## config.mk

```make
export PLATFORM = sky130hd
export DESIGN_NAME = ifetch_req
export DESIGN_NICKNAME = d
export VERILOG_FILES = /design/src/rtl/ifetch_req.sv
export SDC_FILE = /design/constraint.sdc
export NUM_CORES = 1
export LEC_CHECK = 0
export ABC_AREA = 1
export BUFFER_PORTS_ARGS = -buffer_cell sky130_fd_sc_hd__clkbuf_2
export CORE_UTILIZATION = 30
export CTS_CLUSTER_DIAMETER = 60
export DETAILED_ROUTE_END_ITERATION = 12
export PLACE_DENSITY = 0.55
export SETUP_SLACK_MARGIN = 0.3
export SLEW_MARGIN = 20
export SYNTH_ARGS = -nofsm -noshare
export SYNTH_HDL_FRONTEND = slang
export SYNTH_SLANG_ARGS = --single-unit
```

## constraint.sdc

```tcl
create_clock -name clk -period 2.62 [get_ports clk]
set_clock_uncertainty 0.2 [all_clocks]
set_input_delay 0.262 -clock clk [delete_from_list [all_inputs] [get_ports clk]]
set_output_delay 0.262 -clock clk [all_outputs]
set_load 0.02 [all_outputs]
```

## src/rtl/ifetch_req.sv

```systemverilog
`default_nettype none
// ============================================================================
// Module   : ifetch_req
// Purpose  : PC generation and instruction-bus request stage. Owns the fetch
//            PC, issues hold-until-data_ok bus requests and presents a
//            registered {pc, raw_instr, misalign} slot to the fetch stage.
//            A one-entry skid buffer absorbs a bus response that arrives while
//            the slot is stalled.
// Ports    : clk, reset            - clock, synchronous active-high reset
//            ireq_valid/ireq_addr  - instruction-bus request
//            iresp_data_ok/_data   - instruction-bus response
//            stall                 - downstream cannot take the slot
//            redirect_valid/_pc    - flush and restart fetch
//            out_valid/out_pc/out_raw_instr/out_misalign - output slot
//            perf_fetched/perf_stall_cycles - only with IFETCH_PERF_CNT_EN
// Options  : IFETCH_PERF_CNT_EN adds the two performance counters.
// Revision : 1.0 - initial release
// ============================================================================
module ifetch_req #(
    parameter logic [63:0] PC_INIT = 64'h0000_0000_8000_0000,
    parameter int unsigned PC_STEP = 4
) (
    input  logic        clk,
    input  logic        reset,
    output logic        ireq_valid,
    output logic [63:0] ireq_addr,
    input  logic        iresp_data_ok,
    input  logic [31:0] iresp_data,
    input  logic        stall,
    input  logic        redirect_valid,
    input  logic [63:0] redirect_pc,
    output logic        out_valid,
    output logic [63:0] out_pc,
    output logic [31:0] out_raw_instr,
    output logic        out_misalign
`ifdef IFETCH_PERF_CNT_EN
    ,
    output logic [63:0] perf_fetched,
    output logic [63:0] perf_stall_cycles
`endif
);

    localparam logic [1:0] S_REQ   = 2'd0;
    localparam logic [1:0] S_HOLD  = 2'd1;
    localparam logic [1:0] S_DRAIN = 2'd2;
    localparam logic [1:0] S_HALT  = 2'd3;

    logic [1:0]  state_q, state_d;
    logic [63:0] pc_q, pc_d;
    logic [63:0] drain_addr_q, drain_addr_d;
    logic [63:0] skid_pc_q, skid_pc_d;
    logic [31:0] skid_data_q, skid_data_d;
    logic        out_valid_q, out_valid_d;
    logic [63:0] out_pc_q, out_pc_d;
    logic [31:0] out_raw_q, out_raw_d;
    logic        out_misalign_q, out_misalign_d;
    logic        slot_free;

    // ------------------------------------------------------------------
    // State and datapath registers
    // ------------------------------------------------------------------
    always_ff @(posedge clk) begin
        if (reset) begin
            state_q        <= S_REQ;
            pc_q           <= PC_INIT;
            drain_addr_q   <= '0;
            skid_pc_q      <= '0;
            skid_data_q    <= '0;
            out_valid_q    <= 1'b0;
            out_pc_q       <= '0;
            out_raw_q      <= '0;
            out_misalign_q <= 1'b0;
        end else begin
            state_q        <= state_d;
            pc_q           <= pc_d;
            drain_addr_q   <= drain_addr_d;
            skid_pc_q      <= skid_pc_d;
            skid_data_q    <= skid_data_d;
            out_valid_q    <= out_valid_d;
            out_pc_q       <= out_pc_d;
            out_raw_q      <= out_raw_d;
            out_misalign_q <= out_misalign_d;
        end
    end

    // ------------------------------------------------------------------
    // Next-state and slot/skid update
    // ------------------------------------------------------------------
    always_comb begin
        state_d        = state_q;
        pc_d           = pc_q;
        drain_addr_d   = drain_addr_q;
        skid_pc_d      = skid_pc_q;
        skid_data_d    = skid_data_q;
        // A stalled valid slot keeps its contents; a consumed one empties
        // unless something below refills it.
        out_valid_d    = out_valid_q & stall;
        out_pc_d       = out_pc_q;
        out_raw_d      = out_raw_q;
        out_misalign_d = out_misalign_q;
        slot_free      = !out_valid_q || !stall;

        if (redirect_valid) begin
            out_valid_d = 1'b0;
            skid_pc_d   = '0;
            skid_data_d = '0;
            pc_d        = redirect_pc;
            if (ireq_valid && !iresp_data_ok) begin
                // The bus still owes a response; keep presenting the address
                // it was issued with (already latched if we are draining).
                state_d      = S_DRAIN;
                drain_addr_d = ireq_addr;
            end else begin
                state_d = S_REQ;
            end
        end else begin
            case (state_q)
                S_REQ: begin
                    if (pc_q[1:0] != 2'b00) begin
                        if (slot_free) begin
                            out_valid_d    = 1'b1;
                            out_pc_d       = pc_q;
                            out_raw_d      = '0;
                            out_misalign_d = 1'b1;
                            state_d        = S_HALT;
                        end
                    end else if (iresp_data_ok) begin
                        pc_d = pc_q + 64'(PC_STEP);
                        if (slot_free) begin
                            out_valid_d    = 1'b1;
                            out_pc_d       = pc_q;
                            out_raw_d      = iresp_data;
                            out_misalign_d = 1'b0;
                        end else begin
                            skid_pc_d   = pc_q;
                            skid_data_d = iresp_data;
                            state_d     = S_HOLD;
                        end
                    end
                end
                S_HOLD: begin
                    if (slot_free) begin
                        out_valid_d    = 1'b1;
                        out_pc_d       = skid_pc_q;
                        out_raw_d      = skid_data_q;
                        out_misalign_d = 1'b0;
                        state_d        = S_REQ;
                    end
                end
                S_DRAIN: begin
                    if (iresp_data_ok) begin
                        state_d = S_REQ;
                    end
                end
                default: begin
                end
            endcase
        end
    end

    // ------------------------------------------------------------------
    // Bus request outputs
    // ------------------------------------------------------------------
    always_comb begin
        ireq_valid = 1'b0;
        ireq_addr  = (state_q == S_DRAIN) ? drain_addr_q : pc_q;
        if (!reset) begin
            case (state_q)
                S_REQ:   ireq_valid = (pc_q[1:0] == 2'b00);
                S_DRAIN: ireq_valid = 1'b1;
                default: ireq_valid = 1'b0;
            endcase
        end
    end

    assign out_valid     = out_valid_q;
    assign out_pc        = out_pc_q;
    assign out_raw_instr = out_raw_q;
    assign out_misalign  = out_misalign_q;

`ifdef IFETCH_PERF_CNT_EN
    logic [63:0] perf_fetched_q, perf_fetched_d;
    logic [63:0] perf_stall_q, perf_stall_d;

    always_comb begin
        perf_fetched_d = perf_fetched_q
                       + {63'd0, out_valid_q & ~stall & ~out_misalign_q};
        perf_stall_d   = perf_stall_q + {63'd0, out_valid_q & stall};
    end

    always_ff @(posedge clk) begin
        if (reset) begin
            perf_fetched_q <= '0;
            perf_stall_q   <= '0;
        end else begin
            perf_fetched_q <= perf_fetched_d;
            perf_stall_q   <= perf_stall_d;
        end
    end

    assign perf_fetched      = perf_fetched_q;
    assign perf_stall_cycles = perf_stall_q;
`endif

endmodule
`default_nettype wire

```

======== Yosys cells after proc, flatten, opt, wreduce, memory -nomap -nowiden ========
Cells that the tools add are included.
cells by class
  eq/ne operators ......................... 12
  bitwise gates (word level) .............. 4
  add/sub/neg operators ................... 1
  muxes and demuxes ....................... 36
  reduce and logical (&&, ||, !) cells .... 20
operators with widths
  cell                                                             number
  64-bit two-way mux                                               9
  32-bit two-way mux                                               5
  64-bit case mux with 2 select lines                              1
  64-bit by 3-bit adder with 64-bit output, second input constant  1
  32-bit case mux with 2 select lines                              1
  2-bit two-way mux                                                8
  3-bit != test, second input constant                             4
  4-bit != test, second input constant                             3
  4-bit AND reduction                                              3
  1-bit two-way mux                                                8
  2-bit nonzero test                                               4
  2-bit != test, second input constant                             3
  1-bit case mux with 2 select lines                               3
  2-bit case mux with 3 select lines                               1
  6-bit AND reduction                                              1
  5-bit AND reduction                                              1
  2-bit logical NOT                                                2
  4-bit nonzero test                                               1
  1-bit logical NOT                                                3
  1-bit NOT                                                        3
  3-bit AND reduction                                              1
  2-bit by 1-bit == test with 1-bit output, second input constant  1
  2-bit == test, second input constant                             1
  2-bit AND reduction                                              1
  4 further kinds                                                  4
storage, ports and cells
  register bits after elaboration ......... 324
  word-level logic and storage cells ...... 82

======== Depth between registers and ports, before layout ========
  depth in word-level cells ............... 7
  depth in mapped cells ................... 13
  depth with buffers taken out ............ 13

======== Worst setup path before layout ========
No wires, ideal clock.
  kind .................................... flip-flop to flip-flop
  start point ............................. register state_q[0]
  end point ............................... register drain_addr_q[33]
  setup time .............................. 0.128 ns
  path buffers ............................ 3
  clock period less this slack ............ 2.076 ns
  stages on the path, launching flop included .. 11
  data arrival time ....................... 1.747 ns
  slack ................................... 0.544 ns
  path through ............................ dfxtp_1 > inv_1 > ha_1 > buf_2 > inv_1 > a21oi_2 > nand3_1 > buf_2 > clkbuf_1 > o21ai_0 > a21oi_1
between the ends
  word-level cells in the longest chain between the ends .. 5
  elaborated cells between the ends (all ways) .. 7
  those cells by class .................... eq/ne: 1; mux: 3; reduce/logical: 3
RTL lines
  element                                             RTL line  source
  start: declaration                                  48        logic [1:0] state_q, state_d;
  start signal: assignment                            74        state_q <= state_d;
  2-bit == test or 2-bit logical NOT (tied branches)  168       case (state_q)
  1-bit case mux with 2 select lines *                168
  1-bit two-way mux *                                 167       if (!reset) begin
  named net ireq_valid                                25        output logic ireq_valid,
  1-bit logical AND *                                 108       if (ireq_valid && !iresp_data_ok) begin
  2-bit AND reduction (no line) *                     n/a
  end signal: assignment                              76        drain_addr_q <= drain_addr_d;
  end: declaration                                    50        logic [63:0] drain_addr_q, drain_addr_d;
Mark *: on every way through the listed nets, which the timed path passes. The rest lies on a longest branch.
A chain may end at the register's enable or synchronous reset.

======== Final worst setup path ========
  start point ............................. register state_q[0]
  end point ............................... output ireq_addr[22]
between the ends
  word-level cells in the longest chain between the ends .. 2
RTL lines
  element             RTL line  source
  2-bit == test       166       ireq_addr = (state_q == S_DRAIN) ? drain_addr_q : pc_q;
  64-bit two-way mux  166
  end: declaration    26        output logic [63:0] ireq_addr,
No other way between the ends.

==> qor.csv <==
metric;value;unit
GR Overflow Total;0;
Syn Nets;2290;
RSZ-0062 raised after global routing;yes;
all-layer global routing usage;0.226;
Worst EP required;2.16;ns
critical path arrival;1.87;ns
post-placement cell count;3015;
layout cells sized above 1;0.199;
setup TNS;0;ns
Core Rows;81;
I/O pin count;264;
first-pass GRT wire length;89000;microns
WL per Instance;18.8;microns
Yosys warning total;0;
P&R area growth vs syn;37.3;%
final setup fails;0;
Final Util;0.419;
CTS clk-pin slew, worst paths;0.06;ns
Rel. slew slack;0.508;
vias per inst;5.12;
Post-Layout Cell Count;3206;
Iter 0 DRT Violations;1392;
r2r endpoint;out_pc[42];
Synth Area per Inst;6.86;sq um
clock sinks;324;
cts bufs inserted;40;
worst slack at placement;0.361;ns
wirelength, routed;60200;microns
sequential share of the synthesized area;0.433;
R2R depth;11;
worst-path cell chain;inv_4 > ha_4 > buf_12 > buf_12 > buf_16 > nand2_2 > o21ai_2 > clkbuf_8;
clock buffer depth;3;
hold path start;redirect_pc[56];
max incr delay on CP;0.35;ns
Placeable Area;49200;sq um
MaxCap Viol Count;0;
clock latency on the worst-skew pair;0.56;ns
kind of critical path;reg -> out;
nets@finish;2619;
Static Leak;7.99;nW
Worst Hold End;pc_q[56];
RePlAce Congestion;0.981;
I/O Buffers;263;
Routed Antenna Nets;0;
fin area;20600;sq um
Slew Limit Fails;0;
Die Area;50900;sq um
fmax;0.429;GHz
Min-Delay Path Class;in -> reg;
period utilisation layout;0.889;
P per Cell Area;681;nW/um^2
TritonCTS clock tree;done;
antenna violations before repair;0;
ant diodes;0;
worst-margin pin slew;0.737;ns
commonest non-fill, non-tap cell in the layout;nand2_1;
asr flop ratio synth;0;
initial core utilization;0.305;
Tmin final;2.33;ns
hold_ws;0.0824;ns
critical-path maximum fanout;7;
placed inst area;17100;sq um
reg2reg setup slack;0.33;ns
ys flop type;dfxtp_1;
synth unique cells;34;
Synth Register Bits;324;
# DRC;0;
cells after synthesis;2185;
largest net degree at the start of global routing;107;
vias in the first global route;15200;
drt pass-1 iters;5;
die width;226;microns
CP most frequent cell;buf_12;
fill cell count;5075;
cell area after synthesis;15000;sq um
crit path launch type;flop;
Final Hold Viols;0;
Post-DP HPWL;40500;microns
via count;16400;
Final Power;14.0;mW
Worst VDD drop;0.376;mV
PnR worst setup slack;0.291;ns
Worst Setup End Kind;output port;
status;finished, final reports clean;
Hold Path Depth;5;
number of synthesized flops with an enable pin;0;
CP max-delay cell;dfxtp_4;
die extent in y;226;microns
Clock Tree Root;clkbuf_16;
most frequent cells in the layout;nand2_1 (490), dfxtp_1 (321), o21ai_0 (281);
Critical R2R Launch;state_q[0];
H-tree Lvls;2;
==> metal layers <==
metal / GRT usage / share of wire / vias to the layer above
met1: 0.308 / 0.44 / 7729
met3: 0.0346 / 0.071 / 100
met2: 0.357 / 0.45 / 611
li1: - / - / 7959
met5: 0 / 0 / -
met4: 0.0898 / 0.032 / 0
==> how the worst max path moves through the flow <==
stage	start	to	slack, ns	depth (start not counted)
floorplan	state_q[0]	drain_addr_q[33]	0.54	10
finish	state_q[0]	ireq_addr[22]	0.29	8
detailed placement	state_q[0]	pc_q[38]	0.36	10
global route	state_q[0]	ireq_addr[48]	0.21	6
CTS	state_q[0]	ireq_addr[61]	0.25	7
global placement	pc_q[17]	pc_q[39]	0.41	9
==> Yosys cell counts, types with 4 or more instances <==
cell type | instances | area share
clkbuf_1 | 90 | 0.023
inv_1 | 186 | 0.047
xor2_1 | 11 | 0.0064
nor2_2 | 4 | 0.0017
nor2_1 | 185 | 0.046
a211oi_2 | 4 | 0.0033
a21oi_1 | 168 | 0.056
ha_1 | 4 | 0.0033
o211ai_1 | 6 | 0.0030
o21ai_1 | 9 | 0.0030
buf_2 | 44 | 0.015
o21ai_0 | 345 | 0.12
nand2_1 | 501 | 0.13
nand4_1 | 22 | 0.0092
dfxtp_1 | 324 | 0.43
nand3_1 | 100 | 0.033
nand2_2 | 4 | 0.0017
nor3_1 | 9 | 0.0030
buf_4 | 7 | 0.0035
buf_1 | 6 | 0.0015
nor2_4 | 6 | 0.0045
inv_2 | 8 | 0.0020
a31oi_1 | 125 | 0.052
==> kinds of logic (layout without fill, tap and decap cells) <==
family,Yosys count,after routing,share of synthesized area
flops,324,324,0.433
simple gates,838,838,0.229
fa+ha+maj,4,4,0.00334
buf+inv,342,699,0.0911
xor+xnor,11,11,0.00643
compound gates,666,666,0.238
==> power breakdown <==
part           switching, mW  internal (mW)  total [mW]
Combinational           1.92           1.06        2.98
Sequential             0.289           5.31        5.60
Clock                   2.24           3.21        5.45
==> flip-flops by register name (all words and copies together), names as in the netlist <==
signal / cells
drain_addr_q: 64
out_misalign: 1
out_pc: 64
out_raw_instr: 32
out_valid: 1
pc_q: 64
skid_data_q: 32
skid_pc_q: 64
state_q: 2
==> cell type report <==
cell class / count / area [sq um] / area share
flip-flops and latches: 324 / 6490 / 0.315
multi-input cells: 1519 / 7690 / 0.374
clock buffers: 57 / 1170 / 0.0566
repair buffers: 434 / 3550 / 0.172
well taps: 664 / 831 / 0.0404
inverters: 195 / 741 / 0.0360
clock inverters: 13 / 118 / 0.00571
==> worst max-delay path, delay by kind of cell (launching register included) <==
family	cells	cell delay, ns
DFF	1	0.35
buffers and inverters	5	0.62
adders and majority gates	1	0.20
and+or+nand+nor	1	0.06
AOI/OAI and AO/OA	1	0.06
==> timing repair <==
item	4_1_cts	5_1_grt
endpoints found under the hold margin	130	0
endpoints found under the setup margin	62	121
gates cloned	4	6
pin swaps	2	14
hold buffers	98	0
buffers inserted	11	2
gates resized for setup	185	153
(Power assumes the default switching activity.)
